<file path="src/rtl/manchester_xmit.sv">
// manchester_xmit
//   Byte serializer that Manchester-encodes each accepted byte LSB-first onto
//   txd. A holding register plus the shift register let back-to-back bytes
//   go out with no idle gap on the line.
//
//   Encoding: bit 0 -> first half 1, second half 0
//             bit 1 -> first half 0, second half 1
//
//   Optional feature macro: MX_EOF_EN
//     defined   : after the final byte, txd is held high with txen=1 for
//                 EOF_BITS bit times before the line goes idle.
//     undefined : no EOF hold; txen drops the cycle after the last half-bit.
//
//   Ports
//     clk    in   system clock
//     rst    in   synchronous, active-high reset
//     data   in   [7:0] byte to send, sampled when valid && rdy
//     valid  in   upstream byte valid
//     rdy    out  holding register empty (byte accepted this cycle if valid)
//     txd    out  registered Manchester line output (idles high)
//     txen   out  registered transmitter enable
//     busy   out  FSM not idle, or holding register full
module manchester_xmit #(
   parameter int CLKS_PER_HALFBIT = 50,
   parameter int EOF_BITS         = 2
) (
   input  logic       clk,
   input  logic       rst,
   input  logic [7:0] data,
   input  logic       valid,
   output logic       rdy,
   output logic       txd,
   output logic       txen,
   output logic       busy
);

   localparam int HCW = $clog2(CLKS_PER_HALFBIT);
   localparam logic [HCW-1:0] HC_LAST = HCW'(CLKS_PER_HALFBIT - 1);

`ifdef MX_EOF_EN
   localparam int EOF_CYCLES = EOF_BITS * 2 * CLKS_PER_HALFBIT;
   localparam int ECW = $clog2(EOF_CYCLES + 1);
   localparam logic [ECW-1:0] EOF_LAST = ECW'(EOF_CYCLES - 1);

   typedef enum logic [1:0] {ST_IDLE, ST_SEND, ST_EOF} state_t;
`else
   typedef enum logic {ST_IDLE, ST_SEND} state_t;
`endif

   state_t           state_q;
   logic [7:0]       hold_q;
   logic             hold_full_q;
   logic             hold_full_d;
   logic [7:0]       shift_q;
   logic [HCW-1:0]   hcnt_q;
   logic [2:0]       bit_q;
   logic             half_q;
   logic             txd_q;
   logic             txen_q;
`ifdef MX_EOF_EN
   logic [ECW-1:0]   eof_cnt_q;
`endif

   logic accept;
   logic half_end;
   logic byte_end;
   logic load;

   always_comb begin
      accept   = valid && !hold_full_q;
      half_end = (hcnt_q == HC_LAST);
      byte_end = (state_q == ST_SEND) && half_end && half_q && (bit_q == 3'd7);
      // Hold drains into the shift register either from idle or exactly at
      // the last clock of the current byte, which keeps the line gap-free.
      load     = hold_full_q && ((state_q == ST_IDLE) || byte_end);

      hold_full_d = hold_full_q;
      if (load)   hold_full_d = 1'b0;
      if (accept) hold_full_d = 1'b1;
   end

   always_ff @(posedge clk) begin
      if (rst) begin
         state_q     <= ST_IDLE;
         hold_q      <= '0;
         hold_full_q <= 1'b0;
         shift_q     <= '0;
         hcnt_q      <= '0;
         bit_q       <= '0;
         half_q      <= 1'b0;
         txd_q       <= 1'b1;
         txen_q      <= 1'b0;
`ifdef MX_EOF_EN
         eof_cnt_q   <= '0;
`endif
      end else begin
         hold_full_q <= hold_full_d;
         if (accept) hold_q <= data;

         case (state_q)
            ST_IDLE: begin
               txd_q  <= 1'b1;
               txen_q <= 1'b0;
               if (hold_full_q) begin
                  shift_q <= hold_q;
                  state_q <= ST_SEND;
                  hcnt_q  <= '0;
                  bit_q   <= '0;
                  half_q  <= 1'b0;
               end
            end

            ST_SEND: begin
               // txd lags the counters by one clock: it shows the half-bit
               // the counters were pointing at during the previous cycle.
               txd_q  <= shift_q[bit_q] ^ ~half_q;
               txen_q <= 1'b1;
               if (half_end) begin
                  hcnt_q <= '0;
                  half_q <= ~half_q;
                  // bit index wraps 7 -> 0, ready for a following byte
                  if (half_q) bit_q <= bit_q + 3'd1;
                  if (byte_end) begin
                     if (hold_full_q) begin
                        shift_q <= hold_q;
                     end else begin
`ifdef MX_EOF_EN
                        state_q   <= ST_EOF;
                        eof_cnt_q <= '0;
`else
                        state_q   <= ST_IDLE;
`endif
                     end
                  end
               end else begin
                  hcnt_q <= hcnt_q + 1'b1;
               end
            end

`ifdef MX_EOF_EN
            ST_EOF: begin
               txd_q  <= 1'b1;
               txen_q <= 1'b1;
               if (eof_cnt_q == EOF_LAST) begin
                  state_q   <= ST_IDLE;
                  eof_cnt_q <= '0;
               end else begin
                  eof_cnt_q <= eof_cnt_q + 1'b1;
               end
            end

            default: state_q <= ST_IDLE;
`endif
         endcase
      end
   end

   assign rdy  = ~hold_full_q;
   assign txd  = txd_q;
   assign txen = txen_q;
   assign busy = (state_q != ST_IDLE) || hold_full_q;

endmodule
</file>
<file path="config.mk">
export PLATFORM = sky130hd
export DESIGN_NAME = manchester_xmit
export DESIGN_NICKNAME = d
export VERILOG_FILES = /design/src/rtl/manchester_xmit.sv
export SDC_FILE = /design/constraint.sdc
export NUM_CORES = 1
export LEC_CHECK = 0
export CAP_MARGIN = 20
export CELL_PAD_IN_SITES_DETAIL_PLACEMENT = 0
export CELL_PAD_IN_SITES_GLOBAL_PLACEMENT = 2
export CORE_MARGIN = 8
export CORE_UTILIZATION = 36
export CTS_CLUSTER_DIAMETER = 200
export DETAILED_ROUTE_END_ITERATION = 16
export GPL_TIMING_DRIVEN = 1
export HOLD_SLACK_MARGIN = 0.03
export PLACE_DENSITY_LB_ADDON = 0.12
export SYNTH_ARGS = -nofsm -noshare
export SYNTH_HDL_FRONTEND = slang
export SYNTH_SLANG_ARGS = --single-unit
</file>
<file path="constraint.sdc">
create_clock -name clk -period 2.2 [get_ports clk]
set_input_delay 0.55 -clock clk [delete_from_list [all_inputs] [get_ports clk]]
set_output_delay 0.55 -clock clk [all_outputs]
set_load 0.02 [all_outputs]
</file>
==> results of run 1 <==
-- per-layer routing --
layer,wire [um],share of wire [%],track usage [%]
met5,0,0,0
met3,249,7.0,4.35
met2,1560,44,16.6
met1,1700,48,16.1
met4,34,0.96,4.18
-- cells by family after synthesis --
family / Yosys count
mux: 6
compound gates: 39
fa+ha+maj: 4
flops: 30
xor+xnor: 1
simple gates: 83
buf+inv: 16
-- cell usage in the layout, fill, tap and decap left out, drive strengths merged --
cell and n:
and4bb 1, mux4 1, o221ai 8, or3b 1, nand4 4, dfxtp 30
nand2 38, and3 1, clkinv 1, nor2b 2, nand3b 3, a21oi 22
nand3 16, a41oi 2, or2 1, inv 3, and2 1, mux2i 5
ha 4, clkbuf 7, a21boi 1, buf 6, a311oi 2, nor2 13
o32a 1, xnor2 1, a31oi 2, o21ai 1, clkdlybuf4s50 14, nand2b 2
-- metrics by stage --
stage	hold WS [ns]	std cells	setup slack (ns)	utilization, %
floorplan	0.450	179	0.699	-
global placement	0.469	236	0.343	41.8
detailed placement	0.475	236	0.311	41.8
CTS	0.485	244	0.0633	44.1
global route	0.509	244	0.0776	44.2
finish	0.483	244	0.169	44.2
-- cells in the mapped netlist, types with 2 or more instances --
cell	count
sky130_fd_sc_hd__a31oi_1	2
sky130_fd_sc_hd__clkbuf_1	9
sky130_fd_sc_hd__nor2_1	13
sky130_fd_sc_hd__mux2i_1	5
sky130_fd_sc_hd__nor2b_1	2
sky130_fd_sc_hd__nand3_1	16
sky130_fd_sc_hd__a21oi_1	22
sky130_fd_sc_hd__a41oi_1	2
sky130_fd_sc_hd__nand4_1	3
sky130_fd_sc_hd__ha_1	4
sky130_fd_sc_hd__nand2_1	38
sky130_fd_sc_hd__o221ai_2	2
sky130_fd_sc_hd__buf_6	2
sky130_fd_sc_hd__a311oi_1	2
sky130_fd_sc_hd__nand2b_1	2
sky130_fd_sc_hd__dfxtp_1	30
sky130_fd_sc_hd__inv_1	3
sky130_fd_sc_hd__nand3b_1	3
sky130_fd_sc_hd__o221ai_1	6
-- power breakdown --
| group | switching, mW | internal, mW | total [mW] | leakage (nW) |
|---|---|---|---|---|
| Sequential | 0.0155 | 0.561 | 0.577 | 0.244 |
| Combinational | 0.0718 | 0.0539 | 0.126 | 0.314 |
| Clock | 0.201 | 0.252 | 0.453 | 0.0482 |
| Total | 0.289 | 0.867 | 1.16 | 0.606 |
-- registers in the layout (all words and copies together), names as in the netlist --
| signal | flops |
|---|---|
| state_q | 1 |
| txen | 1 |
| shift_q | 8 |
| bit_q | 3 |
| hcnt_q | 6 |
| hold_q | 8 |
| hold_full_q | 1 |
| txd | 1 |
| half_q | 1 |
-- path summary, 6_finish.rpt --
kind                                    to  slack (ns)  cells past startpoint
worst max-delay path                  busy        0.17                      3
worst min-delay path             hold_q[6]        0.48                      2
worst max register to register  shift_q[2]        0.51                      6
worst min register to register   hold_q[6]        0.48                      2
-- area by class of cell --
type                       instances  area (sq um)  share of cell area [%]
timing repair buffer              20           185                    10.6
clock inverter                     1          5.00                   0.285
multi-input combinational        133           803                    45.8
clock buffer                       7          86.3                    4.92
tap                               50          62.6                    3.57
sequential                        30           601                    34.2
inverter                           3          11.3                   0.642
-- critical path, stage by stage (launching register included) --
cell and delay (ns):
sky130_fd_sc_hd__dfxtp_1 0.31, sky130_fd_sc_hd__nor2_2 0.22, sky130_fd_sc_hd__inv_1 0.12, sky130_fd_sc_hd__clkdlybuf4s50_1 0.55
==> out/results.tsv, run 1 <==
stage	metric	value	unit
timing	tns	0	ns
power_and_ir_drop	power_density	659	mW/mm^2
synth	synth_top_family_by_area	simple AND/OR/NAND/NOR gates	
clock_tree	skew_pair_late_insertion_delay	0.28	ns
route	vias_per_cell	5.39	
worst_setup_path	setup.worst_path.end_class	primary output	
die	floorplan.die.width	80.1	um
worst_setup_path	start_kind	register	
clock_tree	clock-root-buffer	sky130_fd_sc_hd__clkbuf_8	
route	routed_wire_length_per_instance	14.5	um
cells_and_area	fin_area	0.00175	sq mm
route	route.antenna.remaining_nets	0	
hold_path	hp-start	hold_q[6]	
clock_tree	cts-root-to-sink-buffers	2	
cells_and_area	n_fill_cell	403	
die	initial_utilization	37.3	%
synth	synth-adder-area-share	3.38	%
power_and_ir_drop	max-vdd-ir-drop	324	uV
worst_setup_path	timing.critical_path.from	hold_full_q	
placed_design	detailed_place_hpwl	2460	um
placed_design	gpl.final_weighted_congestion	0.767	
timing	worst_slew_pin_slew	0.587	ns
worst_setup_path	cp_data_required_time	1.65	ns
route	drt-pass1-iter-count	4	
power_and_ir_drop	power.total	1.16	mW
global_routing	grt_pass1_vias	1203	
synth	synthTopCellsByArea	sky130_fd_sc_hd__dfxtp_1 (41%), sky130_fd_sc_hd__nand2_1 (9.6%), sky130_fd_sc_hd__a21oi_1 (7.4%), sky130_fd_sc_hd__nand3_1 (5.4%), sky130_fd_sc_hd__o221ai_1 (3.6%)	
cells_and_area	number_of_diodes	0	
run_status	outcome	finished clean	
synth	yosys.area_share.simple	27.2	%
run	maxCapViolCount	0	
worst_setup_path	timing.critical_path.fanout_max	5	
synth	postSynthRegisterBits	30	
clock_tree	numCtsBuffers	5	
global_routing	pin_count_of_the_biggest_net_entering_global_routing	25	
worst_setup_path	regToRegStartpoint	hold_full_q	
synth	synthXorXnorAreaFrac	0.592	%
cells_and_area	drive_gt1_share	10.8	%
route	drt_wl_total	3540	um
synth	synth_fp_nets	194	
die	dieArea	0.00642	sq mm
synth	synth_top_area_cell	sky130_fd_sc_hd__dfxtp_1	
die	rows	23	
synth	postSynthCellCount	179	
route	initialDrtViolationCount	84	
global_routing	grt_first_pass_wirelength	5980	um
timing	rsz0062_at_grt	no	
clock_tree	cts.repair_timing.setup_buffer_count	0	
clock_tree	cts_htree_levels	2	
power_and_ir_drop	leakage_power	0.606	nW
synth	synth-compound-area-share	18.0	%
clock_tree	cts.sink_count	30	
synth	yosysSeqAreaShare	40.6	%
clock_tree	clkSlewWorstSetupHoldPaths	0.06	ns
synth	multiplexer_share_of_the_synthesized_area	4.90	%
timing	fin_worst_skew	0.00681	ns
route	routed-via-count	1314	
die	core_area	0.00397	sq mm
global_routing	grtUsageTotal	11.9	%
synth	synth_edf_count	0	
synth	fraction_of_post_synthesis_cell_area_in_the_top_cell_type_by_area	40.6	%
placed_design	detailed_place.area	0.00166	sq mm
clock_tree	cts_hold_buffers	0	
die	die_outline_height	80.1	um
timing	finalSetupViolations	0	
synth	synth.lib_cells_used.distinct	32	
placed_design	placement.io_buffers	14	
global_routing	number_of_antenna_violations_at_the_first_check_in_global_routing	0	
synth	synth.avg_cell_area	8.27	sq um
timing	post-route-min-period	2.03	ns
global_routing	grt_overflow	0	
die	io_pins	15	
synth	ys_async_sr_fraction	0	%
synth	synthesis.yosys.warnings	0	
synth	synth_ff_type	sky130_fd_sc_hd__dfxtp_1	
timing	slew_violations	0	
clock_tree	post_cts_resize_count	0	
cells_and_area	final_nets	208	
timing	fin_crit_share	92.3	%
hold_path	timing.hold.worst.class	reg -> reg	
worst_setup_path	critPathArrivalTime	1.48	ns
synth	synth_area	0.00148	sq mm
route	drt_drc_violations_left	0	
cells_and_area	syn2layout_area_growth	18.5	%
worst_setup_path	critPathKind	reg -> out	
clock_tree	clock_tree_from_tritoncts	built	
timing	slew_headroom	60.7	%
timing	max_clock_freq	0.492	GHz
timing	endpoints_failing_hold	0	
Power figures use the tool's default switching activity.
==> inputs of run 2 (changes only) <==
Settings changed: HOLD_SLACK_MARGIN 0.03 to not set.
==> results of run 2 <==
Same layout as run 1: the final DEF is identical, and so are final timing and power.
==> inputs of run 3 (changes only) <==
Settings changed: ABC_CLOCK_PERIOD_IN_PS set to 2200, CTS_CLUSTER_DIAMETER 200 to not set, RECOVER_POWER set to 50.
==> run 3 against run 2 <==
Register-to-register slack hardly changed. Sequential power barely moved. Non-clock buffer count unchanged. Sequential share of layout area increased by 0.073 points. Routed wire length decreased by 0.62%. Hold slack lost 0.0014 ns. Via count shrank 1.2%. Global-route usage is the same. Clock power hardly changed.
==> out/results.tsv, run 3 (same netlist as run 1, synthesis figures left out) <==
stage	metric	value	unit
run	maxCapViolCount	0	
timing	slew_headroom	40.1	%
cells_and_area	multi_input_gate_area_in_the_final_layout	803	sq um
clock_tree	cts_htree_levels	2	
clock_tree	clock_tree_from_tritoncts	built	
timing	max_clock_freq	0.494	GHz
die	io_pins	15	
die	rows	23	
power_and_ir_drop	power_density	659	mW/mm^2
timing	rsz0062_at_grt	no	
clock_tree	clkSlewWorstSetupHoldPaths	0.06	ns
die	core_area	0.00397	sq mm
worst_setup_path	critPathArrivalTime	1.47	ns
timing	endpoints_failing_hold	0	
global_routing	grtUsageTotal	11.9	%
clock_tree	numCtsBuffers	5	
route	drt_drc_violations_left	0	
placed_design	detailed_place_hpwl	2460	um
hold_path	timing.hold.worst.class	reg -> reg	
cells_and_area	syn2layout_area_growth	18.3	%
worst_setup_path	critPathKind	reg -> out	
global_routing	grt_first_pass_wirelength	5980	um
timing	slew_violations	0	
die	die_outline_height	80.1	um
placed_design	placement.io_buffers	14	
worst_setup_path	reg2reg_depth	6	
cells_and_area	drive_gt1_share	10.3	%
global_routing	groute.layer.met1.usage	16.1	%
route	routed-via-count	1298	
power_and_ir_drop	max-vdd-ir-drop	324	uV
hold_path	min_to	hold_q[6]	
die	dieArea	0.00642	sq mm
cells_and_area	ff_latch_area	601	sq um
route	vias_per_cell	5.32	
global_routing	grt_util_met2	16.6	%
clock_tree	cts.sink_count	30	
placed_design	gpl.final_weighted_congestion	0.767	
timing	post-route-min-period	2.02	ns
hold_path	whs_path_depth	2	
worst_setup_path	cp_data_required_time	1.65	ns
worst_setup_path	setup.worst_path.end_class	primary output	
hold_path	hp-start	hold_q[6]	
worst_setup_path	start_kind	register	
route	initialDrtViolationCount	86	
cells_and_area	most-common-layout-cells	sky130_fd_sc_hd__nand2_1 (38), sky130_fd_sc_hd__dfxtp_1 (30), sky130_fd_sc_hd__a21oi_1 (22)	
route	drt-pass1-iter-count	4	
timing	fin_worst_skew	0.00691	ns
clock_tree	cts_hold_buffers	0	
route	routed_wire_length_per_instance	14.4	um
global_routing	met3_track_usage_gr	4.35	%
clock_tree	clock-root-buffer	sky130_fd_sc_hd__clkbuf_8	
clock_tree	cts.repair_timing.setup_buffer_count	0	
global_routing	number_of_antenna_violations_at_the_first_check_in_global_routing	0	
cells_and_area	final_nets	208	
worst_setup_path	timing.rr.end	shift_q[2]	
cells_and_area	reg.largest.list	hold_q: 8 flops, shift_q: 8 flops, hcnt_q: 6 flops	
global_routing	grt_busiest_layer	met2	
timing	worst_slew_pin_slew	0.898	ns
timing	fin_crit_share	92.0	%
route	route.antenna.remaining_nets	0	
clock_tree	post_cts_resize_count	0	
timing	tns	0	ns
global_routing	grt_pass1_vias	1203	
die	initial_utilization	37.3	%
global_routing	grt_overflow	0	
cells_and_area	n_fill_cell	405	
clock_tree	skew_pair_late_insertion_delay	0.28	ns
clock_tree	cts-root-to-sink-buffers	2	
run_status	outcome	finished clean	
power_and_ir_drop	power.total	1.15	mW
timing	finalSetupViolations	0	
cells_and_area	number_of_diodes	0	
route	drt_wl_total	3510	um
worst_setup_path	regToRegSetupSlack	0.51	ns
worst_setup_path	timing.critical_path.fanout_max	5	
global_routing	pin_count_of_the_biggest_net_entering_global_routing	25	
die	floorplan.die.width	80.1	um
worst_setup_path	regToRegStartpoint	hold_full_q	
cells_and_area	mostFrequentLayoutCell	sky130_fd_sc_hd__nand2_1	
power_and_ir_drop	leakage_power	0.602	nW
==> run 3: cell count changes in the layout (fill, tap and decap cells not counted), sizes merged <==
cell,previous run,this run
buf,6,5
clkbuf,7,8
clkdlybuf4s50,14,13
dlygate4sd3,0,1
==> run 3: metrics by stage <==
step / hold slack (ns) / area [sq um] / cells / setup WS [ns] / util (%)
global placement: 0.469 / 1660 / 236 / 0.343 / 41.8
detailed placement: 0.475 / 1660 / 236 / 0.311 / 41.8
CTS: 0.485 / 1750 / 244 / 0.0633 / 44.1
floorplan: 0.450 / 1480 / 179 / 0.699 / -
global route: 0.509 / 1750 / 244 / 0.0776 / 44.1
finish: 0.481 / 1750 / 244 / 0.177 / 44.1
==> run 3: how the worst max path moves through the flow <==
stage                start    endpoint  depth (start not counted)
2_1_floorplan      state_q        busy                          3
6_report       hold_full_q        busy                          3
4_1_cts        hold_full_q        busy                          3
3_5_place_dp           rst  shift_q[2]                          4
3_3_place_gp           rst  shift_q[5]                          4
5_1_grt        hold_full_q        busy                          3
==> run 3: power by group <==
| group | internal, mW | switching [mW] |
|---|---|---|
| clock | 0.252 | 0.201 |
| combinational | 0.0528 | 0.0715 |
| sequential | 0.561 | 0.0154 |
| total | 0.866 | 0.288 |
==> run 3: critical path: stages, from the launching register on <==
cell                              delay, ns
sky130_fd_sc_hd__dfxtp_1               0.31
sky130_fd_sc_hd__nor2_2                0.22
sky130_fd_sc_hd__inv_1                 0.12
sky130_fd_sc_hd__clkdlybuf4s50_1       0.55
==> run 3: final cells by class <==
| class | count | area share (%) |
|---|---|---|
| clock buffer | 7 | 4.93 |
| clock inverter | 1 | 0.286 |
| inverter | 3 | 0.643 |
| multi-input combinational | 133 | 45.9 |
| sequential | 30 | 34.3 |
| tap | 50 | 3.57 |
| timing repair buffer | 20 | 10.4 |
==> run 3: routing by layer <==
metal / vias up / part of all wire, %
met5: - / 0
met4: 0 / 0.97
met3: 4 / 6.9
met2: 48 / 44
met1: 583 / 48
li1: 663 / -
